--- src/rtl/comma_word_aligner.sv ---
// Serial 8b/10b word aligner: hunts K28.5 commas, locks the word boundary and tags each
// emitted code group with its entering running disparity. Define ALIGN_STATS_EN to add realign_cnt.
module comma_word_aligner #(
    parameter int         LOCK_COMMAS     = 3,
    parameter int         UNLOCK_MISALIGN = 2,
    parameter logic [9:0] COMMA_P         = 10'b0011111010,
    parameter logic [9:0] COMMA_N         = 10'b1100000101
) (
    input  logic        clk,
    input  logic        rst,
    input  logic        rx_bit,
    input  logic        rx_valid,
    output logic [9:0]  word_out,
    output logic        word_valid,
    output logic        rd_out,
    output logic        comma_det,
    output logic        locked
`ifdef ALIGN_STATS_EN
    ,
    output logic [15:0] realign_cnt
`endif
);

    // state  | meaning
    // HUNT   | no boundary known, any comma anchors
    // CHECK  | anchored, counting aligned commas toward lock
    // LOCKED | boundary trusted, misaligned commas tolerated up to threshold
    typedef enum logic [1:0] {HUNT, CHECK, LOCKED} state_t;

    localparam logic [3:0] LOCK_N    = 4'(LOCK_COMMAS);
    localparam logic [3:0] UNLOCK_N  = 4'(UNLOCK_MISALIGN);
    localparam state_t     ANCHOR_ST = (LOCK_COMMAS == 1) ? LOCKED : CHECK;

    state_t      state;
    logic [8:0]  sr;
    logic [3:0]  bcnt;
    logic [3:0]  comma_cnt;
    logic [3:0]  mis_cnt;
    logic        disp;

    logic [9:0]  nxt;
    logic        match;
    logic        is_n;
    logic        complete;
    logic        anchor;
    logic [3:0]  ones;
    logic        flip;

    function automatic logic [3:0] popcnt(input logic [9:0] w);
        logic [3:0] c;
        c = '0;
        for (int i = 0; i < 10; i++) c = c + {3'b000, w[i]};
        return c;
    endfunction

    assign nxt      = {sr, rx_bit};
    assign is_n     = (nxt == COMMA_N);
    assign match    = (nxt == COMMA_P) || is_n;
    assign complete = (bcnt == 4'd9);
    assign ones     = popcnt(nxt);
    // Violations (ones outside 4..6) hold disparity; the decoder flags them.
    assign flip     = (ones == 4'd4) || (ones == 4'd6);
    assign anchor   = match && ((state == HUNT) ||
                      (!complete && ((state == CHECK) || (mis_cnt + 4'd1 >= UNLOCK_N))));

    always_ff @(posedge clk) begin
        if (rst) begin
            state      <= HUNT;
            sr         <= '0;
            bcnt       <= '0;
            comma_cnt  <= '0;
            mis_cnt    <= '0;
            disp       <= 1'b0;
            word_out   <= '0;
            word_valid <= 1'b0;
            comma_det  <= 1'b0;
            rd_out     <= 1'b0;
            locked     <= 1'b0;
`ifdef ALIGN_STATS_EN
            realign_cnt <= '0;
`endif
        end else begin
            word_valid <= 1'b0;
            comma_det  <= 1'b0;
            if (rx_valid) begin
                sr <= nxt[8:0];
                if (anchor) begin
                    bcnt       <= '0;
                    comma_cnt  <= 4'd1;
                    mis_cnt    <= '0;
                    word_out   <= nxt;
                    word_valid <= 1'b1;
                    comma_det  <= 1'b1;
                    rd_out     <= is_n;
                    disp       <= ~is_n;
                    state      <= ANCHOR_ST;
                    locked     <= (ANCHOR_ST == LOCKED);
`ifdef ALIGN_STATS_EN
                    if (state != HUNT && realign_cnt != 16'hFFFF)
                        realign_cnt <= realign_cnt + 16'd1;
`endif
                end else if (state != HUNT) begin
                    if (complete) begin
                        bcnt       <= '0;
                        word_out   <= nxt;
                        word_valid <= 1'b1;
                        rd_out     <= disp;
                        if (flip) disp <= ~disp;
                        if (match) begin
                            comma_det <= 1'b1;
                            if (state == CHECK) begin
                                comma_cnt <= comma_cnt + 4'd1;
                                if (comma_cnt + 4'd1 >= LOCK_N) begin
                                    state  <= LOCKED;
                                    locked <= 1'b1;
                                end
                            end else begin
                                mis_cnt <= '0;
                            end
                        end
                    end else begin
                        bcnt <= bcnt + 4'd1;
                        // Only LOCKED reaches here on a match; below threshold it just counts.
                        if (match) mis_cnt <= mis_cnt + 4'd1;
                    end
                end
            end
        end
    end

endmodule

--- config.mk ---
export PLATFORM = sky130hd
export DESIGN_NAME = comma_word_aligner
export DESIGN_NICKNAME = d
export VERILOG_FILES = /design/src/rtl/comma_word_aligner.sv
export SDC_FILE = /design/constraint.sdc
export NUM_CORES = 1
export LEC_CHECK = 0
export BUFFER_PORTS_ARGS = -buffer_cell sky130_fd_sc_hd__buf_4
export CORE_ASPECT_RATIO = 0.5
export CORE_UTILIZATION = 50
export CTS_CLUSTER_DIAMETER = 60
export DETAILED_ROUTE_END_ITERATION = 7
export GPL_ROUTABILITY_DRIVEN = 0
export PLACE_DENSITY = 0.79
export SKIP_CTS_REPAIR_TIMING = 1
export SYNTH_ARGS = -nofsm -noshare
export SYNTH_HDL_FRONTEND = slang
export SYNTH_SLANG_ARGS = --single-unit
--- constraint.sdc ---
create_clock -name clk -period 5.3 [get_ports clk]
set_input_delay 0 -clock clk [delete_from_list [all_inputs] [get_ports clk]]
set_output_delay 0 -clock clk [all_outputs]
set_load 0.01 [all_outputs]
==> metrics.log, run 1 <==
INFO  metric final_critical_path_setup_slack = 1446 ps
INFO  metric drtAntennaViolNets = 0
INFO  metric initial_utilization = a little over half
INFO  metric synth_edf_count = 0
INFO  metric grt_antenna_before_repair = 0
INFO  metric clock_skew = 3.447 ps
INFO  metric cts.htree.levels = 2
INFO  metric worst-path-stages = 13
INFO  metric wl = ~3.7 mm
INFO  metric net-switching-power = 112.0 uW
INFO  metric cp_cell_sequence = fa_1, fa_1, inv_1, fa_1, inv_1, ha_1, fa_1, a2111oi_0, a21oi_1, or2_2, a211oi_1, a21oi_1, o32ai_1
INFO  metric setup-violations-final = 0
INFO  metric drive_gt1_share = 16.74%
INFO  metric avgSynthCellArea = approximately 9.6 sq um
INFO  metric worstPathArrival = 4050 ps
INFO  metric cap_viol_max_count = 0
INFO  metric regToRegStartpoint = sr[2]
INFO  metric sequential_cell_fraction_of_total_power = 57.4%
INFO  metric hold_ws = -0.4407 ps
INFO  metric placementRows = 15
INFO  metric post_route_drc = 0
INFO  metric boundaryPins = 18
INFO  metric firstDrtPassIters = 4
INFO  metric max_stage_delay = just over 500 ps
INFO  metric synthTopCellsByArea = sky130_fd_sc_hd__dfxtp_1, sky130_fd_sc_hd__mux2i_1, sky130_fd_sc_hd__ha_1
INFO  metric dr.first_iter.drc_count = 71
INFO  metric critPathLaunchType = flop
INFO  metric ys_async_sr_fraction = 0%
INFO  metric core-area = around 3600 sq um
INFO  metric routed_wire_length_per_instance = 13.77 microns
INFO  metric final.setup.tns = 0 ps
INFO  metric final_cell_area = 2187 sq um
INFO  metric yosys_most_used_dff = sky130_fd_sc_hd__dfxtp_1
INFO  metric cts_made_buffers = 5
INFO  metric rsz0062_at_grt = false
INFO  metric worst_setup_hold_path_clk_slew = 70 ps
INFO  metric critical_path.endpoint_type = flop
INFO  metric post-place-ws = ~1500 ps
INFO  metric cp_common_cell = sky130_fd_sc_hd__fa_1
INFO  metric end_point_of_the_critical_path = disp
INFO  metric detailedPlacementHpwl = 2.591 mm
INFO  metric synth_warnings = 0
INFO  metric mappedNetlistArea = around 1900 sq um
INFO  metric critical_path.startpoint = sr[2]
INFO  metric slew_headroom = 38.19%
INFO  metric path_class = flop to flop
INFO  metric finalCriticalPeriod = a little under 4000 ps
INFO  metric crit_path_max_fanout = 6
INFO  metric final_max_slew_viol_count = 0
INFO  metric syn_to_final_growth = 12.77%
INFO  metric dpl-instance-area = ~2100 sq um
INFO  metric ys_types = 46
INFO  metric worstSkewPairLatency = 290 ps
INFO  metric synthesis.nets = 221
INFO  metric timing.final.hold_violations = 1
INFO  metric timing_worst_slew_pin_value = roughly 920 ps
INFO  metric power_report.internal_total = 376.6 uW
INFO  metric via_per_instance_ratio = 5.496
INFO  metric fin_total_pwr = ~500 uW
INFO  metric fin_crit_sh = ~73%
INFO  metric clock_path_buffers = 2
INFO  metric regToRegEndpoint = disp
INFO  metric detailroute.via_count = approximately 1,500
INFO  metric holdCritPathClass = primary input to flop
INFO  metric slowest_stage_cell_cp = sky130_fd_sc_hd__fa_1
INFO  metric comb_power_share = about 4%
INFO  metric violations_in_the_final_reports = hold timing
INFO  metric critical-path-top-delay-family = adder cells
INFO  metric status = finished, violations left
INFO  metric die_span_x = about 90 microns
INFO  metric power.switching_fraction = 22.93%
INFO  metric die_height = roughly 46 microns
INFO  metric synth_seq_area_share = 38.19%
INFO  metric num_antenna_cells = 0
INFO  metric post-synth-top-area-cell = sky130_fd_sc_hd__dfxtp_1
INFO  metric reg2reg_depth = 13
INFO  metric synthCells = 201
INFO  metric first_global_vias = 1,389
INFO  metric yosys_register_bits = 37
INFO  metric cts-root-buf = sky130_fd_sc_hd__clkbuf_8
INFO  metric timing.critical_path.required = 5500 ps
INFO  metric worst-path-buf-inv = 2
INFO  metric fmaxAchievable = approximately 0.26 GHz
INFO  metric nets_finish = 240
INFO  metric total_leakage_power = 0.0009342 uW
INFO  metric overflow = 0
INFO  metric numPortBuffers = 17
INFO  metric ir_drop = 0.1380 mV
INFO  metric clock-sinks = 37
INFO  metric total_global_route_track_usage = between 15 and 20%
INFO  metric setup.reg_to_reg.worst_slack = 1450 ps
INFO  metric die_area = 4147 sq um
INFO  metric maximum_number_of_pins_on_one_net_before_global_route_repair = 33
INFO  metric power_per_cell_area = 223.4 nW/um^2
INFO  metric tritoncts = done
INFO  metric yosysTopAreaCellShare = between 30% and 40%
INFO  metric clock_share_of_power = 38.6%
INFO  metric grt_pass1_wl = 6.099 mm
layer usage:
metal	vias to the layer above	share of wire, %	track usage (%)	routed length [microns]
li1	734	-	-	-
met1	729	49	22.40	1832
met2	26	46	34.81	1740
met3	6	3.3	5.833	124
met4	0	1.3	8.710	48
met5	-	0	0	0
kinds of logic after synthesis:
group           after synthesis  share of synthesized area [%]
compound gates               37                          14.19
fa+ha+maj                    16                          12.65
simple gates                 64                          18.52
flops                        37                          38.19
mux                          20                          10.32
buf+inv                      25                          5.226
xor+xnor                      2                         0.9034
worst min-delay path by stage:
stage                     startpoint     endpoint  slack [ps]  cells after the start
after global placement        rx_bit  word_out[0]         290                      3
final                         rx_bit  word_out[0]        -0.4                      3
after detailed placement      rx_bit        sr[0]         300                      3
after CTS                     rx_bit  word_out[0]          -2                      3
after global routing          rx_bit  word_out[0]           3                      3
after floorplan               rx_bit  word_out[0]         150                      2
synth_stat cells (all sizes together) (4+ instances only):
cell type  count
inv           20
nor2          24
nand2          8
a21oi         10
mux2i         20
nor3           5
dfxtp         37
fa             6
and2           6
nand3b         4
a31oi          4
o21ai          7
ha            10
worst reg2reg max path, stage by stage (launching register included):
cell	delay, ps
sky130_fd_sc_hd__dfxtp_1	460
sky130_fd_sc_hd__fa_1	490
sky130_fd_sc_hd__fa_1	510
sky130_fd_sc_hd__inv_1	50
sky130_fd_sc_hd__fa_1	470
sky130_fd_sc_hd__inv_1	40
sky130_fd_sc_hd__ha_1	200
sky130_fd_sc_hd__fa_1	390
sky130_fd_sc_hd__a2111oi_0	360
sky130_fd_sc_hd__a21oi_1	60
sky130_fd_sc_hd__or2_2	290
sky130_fd_sc_hd__a211oi_1	250
sky130_fd_sc_hd__a21oi_1	70
sky130_fd_sc_hd__o32ai_1	120
layout make-up:
class / instances / area (sq um)
clock buffers: 6 / 72.57
clock inverters: 2 / 10.01
fillers: 303 / 1379
inverters: 20 / 75.07
multi-input cells: 139 / 1097
flip-flops and latches: 37 / 740.7
well taps: 51 / 63.81
repair buffers: 17 / 127.6
state kept, by name (all words and copies together) (netlist names), 4 cells and up:
register,count
bcnt,4
comma_cnt,4
sr,9
mis_cnt,4
word_out,10
layout by cell type (no fill, tap or decap), drive strengths merged:
cell	netlist	routed
a2111oi	1	1
a211oi	1	1
a21bo	2	2
a21boi	1	1
a21o	2	2
a21oi	10	10
a22oi	1	1
a31oi	4	4
a32o	2	2
a41o	1	1
and2	6	6
and3	2	2
and4bb	1	1
buf	3	17
clkbuf	2	6
clkinv	0	2
dfxtp	37	37
fa	6	6
ha	10	10
inv	20	20
mux2i	20	20
nand2	8	8
nand2b	1	1
nand3	1	1
nand3b	4	4
nand4	3	3
nor2	24	24
nor2b	1	1
nor3	5	5
nor3b	3	3
nor4b	1	1
o211a	1	1
o21a	1	1
o21ai	7	7
o221a	1	1
o2bb2ai	1	1
o32ai	1	1
or2	1	1
or4	3	3
xor2	2	2
per-stage QoR:
step                      cells  utilization, %  hold slack, ps
after CTS                   272           61.33          -2.133
after detailed placement    264           59.02           304.1
after floorplan             201               -           147.2
after global routing        272           61.33           2.947
final                       272           61.33         -0.4407
after global placement      264           59.02           294.4
power groups by stage:
stage | clock, uW | sequential (uW) | combinational [uW]
floorplan | 0 | 286 | 13.5
global placement | 0 | 287 | 18.4
detailed placement | 0 | 287 | 19.5
CTS | 193 | 280 | 19.7
global route | 208 | 280 | 22.0
finish | 189 | 280 | 19.5
Power figures use the tool's default switching activity.
==> run 2: changes to the inputs <==
Clock period 5.3 ns to 3.6 ns, I/O delays scaled along.
==> run 2 against run 1 <==
Against the previous run: the flow still finishes with violations (hold timing); cell area grew 6.1%; hold slack got worse by 9.7 ps; critical path depth unchanged; via count grew 1.5%; sequential share of layout area down 1.8 points; clock power is 99% higher; core utilization up 3.8 points; count of clock-buffer cells in the layout is 1 higher; critical path type unchanged; clock skew grew 5.1 ps; register-to-register slack worse by 1300 ps; first-iteration DRC count increased by 41%; setup slack worse by 1300 ps.
==> metrics.log, run 2 (synthesis results as in run 1) <==
INFO  metric via_per_instance_ratio = 5.457
INFO  metric total_global_route_track_usage = a little over a fifth
INFO  metric worstSkewPairLatency = 300 ps
INFO  metric clock_skew = 8.535 ps
INFO  metric firstDrtPassIters = 4
INFO  metric post_route_drc = 0
INFO  metric finalCriticalPeriod = between 3000 and 4000 ps
INFO  metric cp_cell_sequence = fa_1, fa_1, inv_1, fa_1, inv_1, ha_4, fa_2, a2111oi_4, a21oi_1, or2_4, a211oi_2, a21oi_2, o32ai_2
INFO  metric numPortBuffers = 17
INFO  metric slew_headroom = 67.46%
INFO  metric cts_made_buffers = 5
INFO  metric detailedPlacementHpwl = ~2.8 mm
INFO  metric reg2reg_depth = 13
INFO  metric die_height = 46.04 microns
INFO  metric setup-violations-final = 0
INFO  metric maximum_number_of_pins_on_one_net_before_global_route_repair = 33
INFO  metric commonest_cells_after_routing_fill_and_taps_aside = sky130_fd_sc_hd__dfxtp_1, sky130_fd_sc_hd__nor2_1, sky130_fd_sc_hd__buf_4
INFO  metric placementRows = 15
INFO  metric drive_gt1_share = 22.47%
INFO  metric boundaryPins = 18
INFO  metric final_cell_area = 2321 sq um
INFO  metric dpl.cell_count = 270
INFO  metric critical_path.startpoint = sr[8]
INFO  metric ir_drop = between 0.2 and 0.25 mV
INFO  metric path_class = flop to flop
INFO  metric num_antenna_cells = 0
INFO  metric dr.first_iter.drc_count = 100
INFO  metric worstPathArrival = 3690 ps
INFO  metric timing.critical_path.required = 3810 ps
INFO  metric tritoncts = done
INFO  metric critPathLaunchType = flop
INFO  metric holdCritPathClass = primary input to flop
INFO  metric end_point_of_the_critical_path = disp
INFO  metric violations_in_the_final_reports = hold timing
INFO  metric initial_utilization = 54.39%
INFO  metric regToRegStartpoint = sr[8]
INFO  metric final_common_cell = sky130_fd_sc_hd__dfxtp_1
INFO  metric final_max_slew_viol_count = 0
INFO  metric layoutNonFillerInstCount = 278
INFO  metric cap_viol_max_count = 0
INFO  metric die_area = 4147 sq um
INFO  metric largest_register = word_out
INFO  metric wl = approximately 4.2 mm
INFO  metric hold_ws = -10.14 ps
INFO  metric nets_finish = roughly 250
INFO  metric total_leakage_power = 0.0009871 uW
INFO  metric crit_path_max_fanout = 2
INFO  metric dpl-instance-area = 2150 sq um
INFO  metric grt_antenna_before_repair = 0
INFO  metric reg.largest.list = word_out: 10 flops, sr: 9 flops
INFO  metric cts-root-buf = sky130_fd_sc_hd__clkbuf_8
INFO  metric cp_common_cell = sky130_fd_sc_hd__fa_1
INFO  metric first_global_vias = 1,401
INFO  metric final_critical_path_setup_slack = 121.7 ps
INFO  metric core-area = roughly 3600 sq um
INFO  metric finish.utilization = 65.09%
INFO  metric clock-sinks = 37
INFO  metric post-place-ws = -89.61 ps
INFO  metric fin_crit_sh = 96.62%
INFO  metric worst_setup_hold_path_clk_slew = 70 ps
INFO  metric routed_wire_length_per_instance = 15.05 microns
INFO  metric power_per_cell_area = 354.5 nW/um^2
INFO  metric fmaxAchievable = 0.2875 GHz
INFO  metric clock_path_buffers = 2
INFO  metric regToRegEndpoint = disp
INFO  metric timing.final.hold_violations = 2
INFO  metric critical_path.endpoint_type = flop
INFO  metric detailroute.via_count = 1,517
INFO  metric max_stage_delay = about 510 ps
INFO  metric overflow = 0
INFO  metric fin_total_pwr = approximately 800 uW
INFO  metric grt_pass1_wl = 6.734 mm
INFO  metric drtAntennaViolNets = 0
INFO  metric setup.reg_to_reg.worst_slack = ~120 ps
INFO  metric status = finished, violations left
INFO  metric slowest_stage_cell_cp = sky130_fd_sc_hd__fa_1
INFO  metric cts.htree.levels = 2
INFO  metric max_ffs_per_register = 10
INFO  metric timing_worst_slew_pin_value = 484.9 ps
INFO  metric die_span_x = roughly 90 microns
INFO  metric syn_to_final_growth = 19.68%
-- run 2: changes by cell type in the layout (fill, tap and decap cells not counted), moves of 2 or more --
cell	delta
sky130_fd_sc_hd__dfxtp_1	-2
sky130_fd_sc_hd__dfxtp_2	+2
sky130_fd_sc_hd__clkinv_2	-2
sky130_fd_sc_hd__buf_4	+6
-- run 2: report_power, final --
group	total [uW]	leakage (uW)	switching, uW	internal, uW
clock network	377	0.0000585	151	226
registers	412	0.000299	1.90	410
logic	33.7	0.000630	21.5	12.3
total	823	0.000987	174	649
-- run 2: metrics by stage --
step           setup TNS, ps  hold slack [ps]
2_1_floorplan              0            147.2
3_3_place_gp               0            292.4
3_5_place_dp          -89.61            303.4
4_1_cts               -109.0           -6.817
5_1_grt               -10.89            21.80
6_report                   0           -10.14
-- run 2: worst max-delay path, delay by kind of cell (launching register included) --
kind	cells	cell delay, ps
AO/OA/AOI/OAI	5	590
adder cells (fa/ha/maj)	5	2080
buffers and inverters	2	120
flip-flops	1	340
AND/OR/NAND/NOR	1	240
-- run 2: worst min-delay path by stage --
stage,from,to,slack (ps),depth (start not counted)
2_1_floorplan,rx_bit,word_out[0],150,2
3_3_place_gp,rx_bit,word_out[0],290,3
3_5_place_dp,rx_bit,word_out[0],300,3
4_1_cts,rx_bit,word_out[0],-7,3
5_1_grt,rx_bit,sr[0],20,3
6_report,rx_bit,word_out[0],-10,3
-- run 2: layout make-up --
cell class,count,area (sq um)
flip-flops and latches,37,743.2
well taps,51,63.81
inverters,20,75.07
clock buffers,7,86.33
repair buffers,23,172.7
multi-input cells,139,1150
clock inverters,1,30.03
fillers,289,1245
-- run 2: per-layer routing --
layer / track usage, % / up-vias / part of all wire [%]
li1: - / 747 / -
met1: 26.58 / 732 / 47
met2: 36.34 / 29 / 48
met3: 6.167 / 9 / 3.2
met4: 12.90 / 0 / 1.9
met5: 0 / - / 0
